`src/rtl/nn_argmax.sv`:
```
// Serial argmax over the ten output-layer scores of the NN accelerator.
// Optional runner-up/margin outputs are enabled with `define ARGMAX_TOP2_EN.
module nn_argmax #(
  parameter int DATA_W = 32,
  parameter bit SIGNED = 1'b1
) (
  input  logic              clk,
  input  logic              reset,
  input  logic              ready,
  input  logic [DATA_W-1:0] result0,
  input  logic [DATA_W-1:0] result1,
  input  logic [DATA_W-1:0] result2,
  input  logic [DATA_W-1:0] result3,
  input  logic [DATA_W-1:0] result4,
  input  logic [DATA_W-1:0] result5,
  input  logic [DATA_W-1:0] result6,
  input  logic [DATA_W-1:0] result7,
  input  logic [DATA_W-1:0] result8,
  input  logic [DATA_W-1:0] result9,
  input  logic              out_ack,
  output logic [3:0]        class_idx,
  output logic [DATA_W-1:0] class_val,
  output logic              out_valid,
  output logic              busy,
  output logic              overrun
`ifdef ARGMAX_TOP2_EN
  ,
  output logic [3:0]        second_idx,
  output logic [DATA_W-1:0] second_val,
  output logic [DATA_W:0]   margin
`endif
);

  typedef enum logic [1:0] {IDLE, SCAN, DONE} state_e;

  function automatic logic gt(input logic [DATA_W-1:0] a, input logic [DATA_W-1:0] b);
    if (SIGNED) return $signed(a) > $signed(b);
    else        return a > b;
  endfunction

  state_e            state_q, state_d;
  logic              ready_q;
  logic              start;
  logic [3:0]        idx_q, idx_d;
  logic [DATA_W-1:0] best_val_q, best_val_d;
  logic [3:0]        best_idx_q, best_idx_d;
  logic [3:0]        class_idx_q, class_idx_d;
  logic [DATA_W-1:0] class_val_q, class_val_d;
  logic              out_valid_q, out_valid_d;
  logic              overrun_q, overrun_d;
  logic              cap_en;
  logic [DATA_W-1:0] cur_val;
  logic [DATA_W-1:0] res_in [10];
  logic [DATA_W-1:0] buf_q  [10];

`ifdef ARGMAX_TOP2_EN
  logic              sec_vld_q, sec_vld_d;
  logic [3:0]        sec_idx_q, sec_idx_d;
  logic [DATA_W-1:0] sec_val_q, sec_val_d;
  logic [3:0]        second_idx_q, second_idx_d;
  logic [DATA_W-1:0] second_val_q, second_val_d;
  logic [DATA_W:0]   best_ext, sec_ext;
`endif

  assign res_in[0] = result0;
  assign res_in[1] = result1;
  assign res_in[2] = result2;
  assign res_in[3] = result3;
  assign res_in[4] = result4;
  assign res_in[5] = result5;
  assign res_in[6] = result6;
  assign res_in[7] = result7;
  assign res_in[8] = result8;
  assign res_in[9] = result9;

  // ready_q resets high so a ready already asserted at reset release is not an edge.
  assign start   = ready & ~ready_q;
  assign cur_val = buf_q[idx_q];

  always_comb begin
    state_d     = state_q;
    idx_d       = idx_q;
    best_val_d  = best_val_q;
    best_idx_d  = best_idx_q;
    class_idx_d = class_idx_q;
    class_val_d = class_val_q;
    out_valid_d = out_valid_q;
    overrun_d   = overrun_q | (start & (state_q != IDLE));
    cap_en      = 1'b0;
`ifdef ARGMAX_TOP2_EN
    sec_vld_d    = sec_vld_q;
    sec_idx_d    = sec_idx_q;
    sec_val_d    = sec_val_q;
    second_idx_d = second_idx_q;
    second_val_d = second_val_q;
`endif
    case (state_q)
      IDLE: begin
        if (start) begin
          cap_en     = 1'b1;
          best_val_d = result0;
          best_idx_d = 4'd0;
          idx_d      = 4'd1;
          state_d    = SCAN;
`ifdef ARGMAX_TOP2_EN
          sec_vld_d  = 1'b0;
`endif
        end
      end
      SCAN: begin
        if (gt(cur_val, best_val_q)) begin
          best_val_d = cur_val;
          best_idx_d = idx_q;
`ifdef ARGMAX_TOP2_EN
          sec_vld_d  = 1'b1;
          sec_idx_d  = best_idx_q;
          sec_val_d  = best_val_q;
`endif
        end
`ifdef ARGMAX_TOP2_EN
        else if (!sec_vld_q || gt(cur_val, sec_val_q)) begin
          sec_vld_d = 1'b1;
          sec_idx_d = idx_q;
          sec_val_d = cur_val;
        end
`endif
        idx_d = idx_q + 4'd1;
        // Entry 9 is folded in combinationally so results land on this same edge.
        if (idx_q == 4'd9) begin
          class_idx_d = best_idx_d;
          class_val_d = best_val_d;
          out_valid_d = 1'b1;
          state_d     = DONE;
`ifdef ARGMAX_TOP2_EN
          second_idx_d = sec_idx_d;
          second_val_d = sec_val_d;
`endif
        end
      end
      DONE: begin
        if (out_ack) begin
          out_valid_d = 1'b0;
          state_d     = IDLE;
        end
      end
      default: state_d = IDLE;
    endcase
  end

  always_ff @(posedge clk or posedge reset) begin
    if (reset) begin
      state_q     <= IDLE;
      ready_q     <= 1'b1;
      idx_q       <= 4'd0;
      best_val_q  <= '0;
      best_idx_q  <= 4'd0;
      class_idx_q <= 4'd0;
      class_val_q <= '0;
      out_valid_q <= 1'b0;
      overrun_q   <= 1'b0;
`ifdef ARGMAX_TOP2_EN
      sec_vld_q    <= 1'b0;
      sec_idx_q    <= 4'd0;
      sec_val_q    <= '0;
      second_idx_q <= 4'd0;
      second_val_q <= '0;
`endif
    end else begin
      state_q     <= state_d;
      ready_q     <= ready;
      idx_q       <= idx_d;
      best_val_q  <= best_val_d;
      best_idx_q  <= best_idx_d;
      class_idx_q <= class_idx_d;
      class_val_q <= class_val_d;
      out_valid_q <= out_valid_d;
      overrun_q   <= overrun_d;
`ifdef ARGMAX_TOP2_EN
      sec_vld_q    <= sec_vld_d;
      sec_idx_q    <= sec_idx_d;
      sec_val_q    <= sec_val_d;
      second_idx_q <= second_idx_d;
      second_val_q <= second_val_d;
`endif
    end
  end

  // Snapshot buffer: data only, so no reset is needed.
  always_ff @(posedge clk) begin
    if (cap_en) begin
      for (int i = 0; i < 10; i++) buf_q[i] <= res_in[i];
    end
  end

  assign class_idx = class_idx_q;
  assign class_val = class_val_q;
  assign out_valid = out_valid_q;
  assign busy      = (state_q != IDLE);
  assign overrun   = overrun_q;

`ifdef ARGMAX_TOP2_EN
  // One extra bit keeps best - second non-negative in both compare modes.
  assign best_ext   = {(SIGNED ? class_val_q[DATA_W-1] : 1'b0), class_val_q};
  assign sec_ext    = {(SIGNED ? second_val_q[DATA_W-1] : 1'b0), second_val_q};
  assign second_idx = second_idx_q;
  assign second_val = second_val_q;
  assign margin     = best_ext - sec_ext;
`endif

endmodule

```
`config.mk`:
```
export PLATFORM = sky130hd
export DESIGN_NAME = nn_argmax
export DESIGN_NICKNAME = d
export VERILOG_FILES = /design/src/rtl/nn_argmax.sv
export SDC_FILE = /design/constraint.sdc
export NUM_CORES = 1
export LEC_CHECK = 0
export BUFFER_PORTS_ARGS = -buffer_cell sky130_fd_sc_hd__buf_2
export CORE_ASPECT_RATIO = 0.5
export CORE_MARGIN = 4
export CORE_UTILIZATION = 42
export DETAILED_ROUTE_END_ITERATION = 12
export GPL_TIMING_DRIVEN = 0
export SLEW_MARGIN = 20
export SYNTH_ARGS = -nofsm -noshare
export SYNTH_HDL_FRONTEND = slang
export SYNTH_SLANG_ARGS = --single-unit
```
`constraint.sdc`:
```
create_clock -name clk -period 30.2 [get_ports clk]
set_clock_uncertainty 0.15 [all_clocks]
set_input_delay 4.53 -clock clk [delete_from_list [all_inputs] [get_ports clk]]
set_output_delay 4.53 -clock clk [all_outputs]
set_load 0.02 [all_outputs]
```
==> flow_summary.json, run 1 <==
{
  "status": "finished clean",
  "cts_num_sinks": 401,
  "critical_path_arrival_ps": 6840,
  "leakagePower_nw": 8.01,
  "antenna_found_initial": 4,
  "clkSlewWorstSetupHoldPaths_ps": 70,
  "max_cap_violations": 0,
  "initial_core_util_pct": 42.7,
  "clk_latency_ps": 550,
  "stdcell_count": 2014,
  "drtAntennaViolNets": 0,
  "synth_ff_type": "edfxtp_1",
  "fin_nets": 1807,
  "die_area_sq_um": 43100,
  "layout-drive-gt1-share_pct": 37.6,
  "viasPerCell": 5.43,
  "fmax_mhz": 152,
  "critPathLaunchType": "primary input",
  "cts_resized": 0,
  "cts_buffer_depth": 3,
  "synthArstFlopShare_pct": 20.2,
  "chipWidth_microns": 290,
  "pin_count": 363,
  "finalSetupViolCount": 0,
  "pre_cts_slack_ps": 23130,
  "syn_inst": 1039,
  "hp-class": "flop to flop",
  "cts_inserted_buffers": 39,
  "vdd_drop_max_mv": 0.0698,
  "ys_ff_latch": 401,
  "crit_type": "primary input to flop",
  "holdWs_ps": 336,
  "setup_slack_ps": 23630,
  "tns_ps": 0,
  "grt_pass1_wl_microns": 68400,
  "grt_max_degree": 64,
  "postCtsSetupBuffers": 0,
  "port_buffers": 362,
  "seq_area_sq_um": 11600,
  "synth_nets": 1397,
  "gp_congestion": 0.905,
  "cp.required_ps": 30470,
  "cts_max_level": 2,
  "rsz0062_at_grt": "false",
  "crit_path_max_fanout": 10,
  "ys_seq_area_share_pct": 69.8,
  "utilization_pct": 53.0,
  "placed_cells": 1938,
  "vias": 10900,
  "drv_slew": 0,
  "hold_viol": 0,
  "tightest_slew_ps": 981,
  "drtPass1Iterations": 5,
  "drc": 0,
  "grt_pass1_vias": 11600,
  "num-fill-cells": 3285,
  "hpwl_microns": 34500,
  "drt_iter0_markers": 919,
  "synth_cell_types": 49,
  "wirelength_microns": 46500,
  "rows": 51,
  "die_h_microns": 149,
  "globalRouteOverflowTotal": 0,
  "slew_headroom_pct": 34.6,
  "tritoncts": "built",
  "core_sq_um": 39100,
  "crit_path_end_kind": "flop",
  "syn_area_sq_um": 16700,
  "min_period_ps": 6570,
  "grt_util_all_layers_pct": 21.1,
  "postCtsHoldBufs": 0,
  "multiInputGateArea_sq_um": 4540,
  "yosys_warnings": 0,
  "synth_edf_count": 320,
  "fin_crit_sh_pct": 21.8,
  "avgSynthCellArea_sq_um": 16.0,
  "syn_to_final_growth_pct": 24.1,
  "power_density_nw_per_um2": 114,
  "clock-root-buffer": "clkbuf_16",
  "wl_per_cell_microns": 23.1
}
per-layer routing:
layer / vias to the layer above / global-route usage, % / routed length (microns)
li1: 4935 / - / -
met1: 5594 / 27.5 / 19000
met2: 327 / 35.9 / 23500
met3: 78 / 4.99 / 2930
met4: 0 / 5.72 / 1090
met5: - / 0 / 0
area by class of cell:
class                           count  area share, %
Antenna cell                        5         0.0605
Buffer                             65           1.52
Clock buffer                       50           5.32
Clock inverter                     21           1.16
Inverter                           49          0.901
Multi-Input combinational cell    524           21.9
Sequential cell                   401           56.2
Tap cell                          530           3.21
Timing Repair Buffer              369           9.65
worst max-delay path: stages:
cell	delay [ps]
buf_2	100
nor2b_1	200
nor2_1	100
nor2_1	240
and3_1	230
a21o_1	130
clkbuf_1	420
clkbuf_1	470
nor3_1	110
a221o_2	310
logic make-up after synthesis:
family	share of synthesized area, %
buf+inv	2.97
simple gates	5.60
mux	10.6
fa+ha+maj	2.55
compound gates	8.41
flops	69.8
xor+xnor	0.105
sequential cells by signal, summed over array words and instances (netlist names):
register    cells
buf_q         320
best_val_q     32
class_val      32
best_idx_q      4
class_idx       4
idx_q           4
state_q         2
out_valid       1
overrun         1
ready_q         1
through the flow:
step | instance area [sq um] | power (mW)
floorplan | 16700 | 1.51
global placement | 19100 | 1.84
detailed placement | 19300 | 1.84
CTS | 20700 | 2.36
global route | 20700 | 2.50
finish | 20700 | 2.35
worst paths after layout:
kind / start / endpoint / cells past startpoint / slack, ps
max: ready / best_val_q[5] / 10 / 23630
max reg2reg: idx_q[1] / best_val_q[25] / 15 / 24020
min in group asynchronous: reset / best_val_q[10] / 2 / 3840
min reg2reg: overrun / overrun / 1 / 340
min: overrun / overrun / 1 / 340
max in group asynchronous: reset / ready_q / 3 / 25400
layout by cell type, fill, tap and decap left out, drive strengths merged, types with 3 or more instances in the layout:
cell	Yosys	final
clkinvlp	0	4
nand4	10	10
nand2b	3	3
clkbuf	39	89
a22o	4	4
nor2b	34	34
a211oi	33	33
bufinv	0	4
mux2i	32	32
mux4	64	64
o211ai	3	3
ha	34	34
clkinv	0	10
a31oi	34	34
nor3	20	20
a221oi	13	13
nor2	61	61
o21ai	39	39
nand3	36	36
dfrtp	80	80
inv	49	52
buf	26	395
a21oi	47	47
nand2	14	14
diode	0	5
a221o	21	21
edfxtp	320	320
power by group:
part           leakage (nW)  internal, mW  switching (mW)
sequential             3.88         0.708          0.0401
combinational          3.49         0.416           0.679
clock                 0.651         0.295           0.216
synthesized netlist by cell type (3+ instances only):
cell type,number,area [sq um]
nor3_1,19,95.1
nand2_1,14,52.6
a22o_2,3,30.0
buf_4,7,52.6
inv_1,49,184
nand3_1,36,180
a21oi_1,47,235
nor2b_1,34,213
mux2i_1,32,320
buf_6,3,33.8
mux4_2,64,1440
ha_1,34,425
nand2b_1,3,18.8
a221oi_1,13,114
edfxtp_1,320,9610
a31oi_1,34,213
nand4_1,10,62.6
o211ai_1,3,22.5
buf_2,14,70.1
dfrtp_1,80,2000
a221o_2,20,225
clkbuf_1,38,143
nor2_1,61,229
a211oi_1,33,248
o21ai_0,38,190
No activity file was read; power rests on OpenSTA's default activity.
==> run 2: changes to the inputs <==
==> constraint.sdc (replaced) <==
create_clock -name clk -period 6.08 [get_ports clk]
set_clock_uncertainty 0.15 [all_clocks]
set_input_delay 0.912 -clock clk [delete_from_list [all_inputs] [get_ports clk]]
set_output_delay 0.912 -clock clk [all_outputs]
set_load 0.02 [all_outputs]
==> flow_summary.json, run 2 (synthesized netlist as in run 1, its figures left out) <==
{
  "net-switching-power_mw": 4.60,
  "tritoncts": "built",
  "cp.required_ps": 6390,
  "die_h_microns": 149,
  "chipWidth_microns": 290,
  "postCtsHoldBufs": 0,
  "grt_util_all_layers_pct": 21.2,
  "slew_headroom_pct": 37.0,
  "status": "finished clean",
  "crit_type": "flop to flop",
  "hold_viol": 0,
  "grt_pass1_wl_microns": 68200,
  "power_density_nw_per_um2": 563,
  "vias": 10900,
  "largest_register_ffs": 320,
  "path_cells": "clkbuf_1 > buf_1 > buf_2 > mux4_2 > a211oi_1 > a21oi_1 > ha_1 > nand4_1 > nor2_1 > a221o_1 > o31a_1 > nor3b_2 > clkbuf_1 > o21ai_0 > a31oi_1",
  "clock-root-buffer": "clkbuf_16",
  "drtPass1Iterations": 5,
  "wl_per_cell_microns": 23.1,
  "placed_cells": 1934,
  "stdcell_count": 2011,
  "hpwl_microns": 34500,
  "max_cap_violations": 0,
  "fin_nets": 1801,
  "postCtsSetupBuffers": 0,
  "slowest_stage": "nor3b_2",
  "grt_pass1_vias": 11300,
  "rsz0062_at_grt": "false",
  "port_buffers": 362,
  "fin_crit_sh_pct": 95.7,
  "core_sq_um": 39100,
  "drt_iter0_markers": 1009,
  "final_cell_mix": "buf_2, edfxtp_1, dfrtp_1",
  "final_common_cell": "buf_2",
  "critical_path_arrival_ps": 6130,
  "cts_max_level": 2,
  "finalSetupViolCount": 0,
  "layout-drive-gt1-share_pct": 37.0,
  "internal_power_mw": 6.96,
  "crit_path_max_fanout": 10,
  "hp-class": "primary input to async pin",
  "clkSlewWorstSetupHoldPaths_ps": 70,
  "path_buf_inv": 4,
  "largest_register": "buf_q",
  "tightest_slew_ps": 945,
  "drtAntennaViolNets": 0,
  "viasPerCell": 5.41,
  "path_delay_family": "buffers and inverters",
  "holdWs_ps": 204,
  "vdd_drop_max_mv": 0.358,
  "cts_inserted_buffers": 38,
  "crit_path_end_kind": "flop",
  "drc": 0,
  "clk_latency_ps": 550,
  "die_area_sq_um": 43100,
  "gp_congestion": 0.896,
  "combPwrFrac_pct": 46.8,
  "p_clk_share_pct": 21.1,
  "cts_num_sinks": 401,
  "cts_buffer_depth": 3,
  "fmax_mhz": 172,
  "drv_slew": 0,
  "slowest_delay_ps": 710,
  "report.power.total_mw": 11.6,
  "tns_ps": 0,
  "rows": 51,
  "grt_max_degree": 124,
  "leakagePower_nw": 7.95,
  "cp_common_cell": "clkbuf_1",
  "syn_to_final_growth_pct": 23.2,
  "wirelength_microns": 46500,
  "p_sw_share_pct": 39.8,
  "antenna_found_initial": 6,
  "globalRouteOverflowTotal": 0,
  "pin_count": 363,
  "min_period_ps": 5820,
  "seqPwrFrac_pct": 32.1,
  "initial_core_util_pct": 42.7,
  "critPathLaunchType": "flop"
}
## run 2: power groups by stage
stage / Clock [mW] / Combinational [mW] / Sequential [mW]
floorplan: 0 / 3.51 / 3.90
global placement: 0 / 5.25 / 3.79
detailed placement: 0 / 5.40 / 3.76
CTS: 2.49 / 5.41 / 3.71
global route: 2.62 / 5.89 / 3.75
finish: 2.44 / 5.41 / 3.71
## run 2: path summary, 6_finish.rpt
| path | from | to | slack, ps | cells past startpoint |
|---|---|---|---|---|
| setup / recovery | idx_q[1] | class_val[3] | 260 | 15 |
| hold / removal | reset | best_val_q[10] | 200 | 2 |
| setup reg to reg | idx_q[1] | class_val[3] | 260 | 15 |
| hold reg to reg | overrun | overrun | 340 | 1 |
| max in group asynchronous | reset | ready_q | 4930 | 3 |
| min in group clk | ready | ready_q | 330 | 1 |
## run 2: worst register-to-register path: stages, from the launching register on
cell and delay, ps:
dfrtp_1 360, clkbuf_1 390, buf_1 600, buf_2 460, mux4_2 400, a211oi_1 370
a21oi_1 150, ha_1 390, nand4_1 130, nor2_1 60, a221o_1 340, o31a_1 360
nor3b_2 710, clkbuf_1 480, o21ai_0 180, a31oi_1 210
## run 2: repair_timing
item                                    4_1_cts  5_1_grt
gates resized for setup                       0        1
cloned                                        0        0
endpoints found under the setup margin       10       10
endpoints found under the hold margin         0        0
## run 2: area by class of cell
cell class	count	area [sq um]
repair buffers	365	1890
clock inverters	19	174
fillers	3265	18500
inverters	49	186
multi-input cells	524	4550
plain buffers	64	329
flip-flops and latches	401	11600
diodes	8	20.0
well taps	530	663
clock buffers	51	1090
## run 2: through the flow
stage,util [%],setup WS (ps),area [sq um]
2_1_floorplan,-,1720,16700
3_3_place_gp,49.0,94.3,19200
3_5_place_dp,49.3,-37.6,19300
4_1_cts,52.5,149,20500
5_1_grt,52.6,86.6,20500
6_report,52.6,260,20500
## run 2: metal layers
layer,up-vias,share of wire [%],global-route usage (%)
met2,371,50,35.8
met4,2,2.7,6.57
met5,-,0.028,0
met3,82,6.7,4.11
met1,5513,40,28.2
li1,4913,-,-
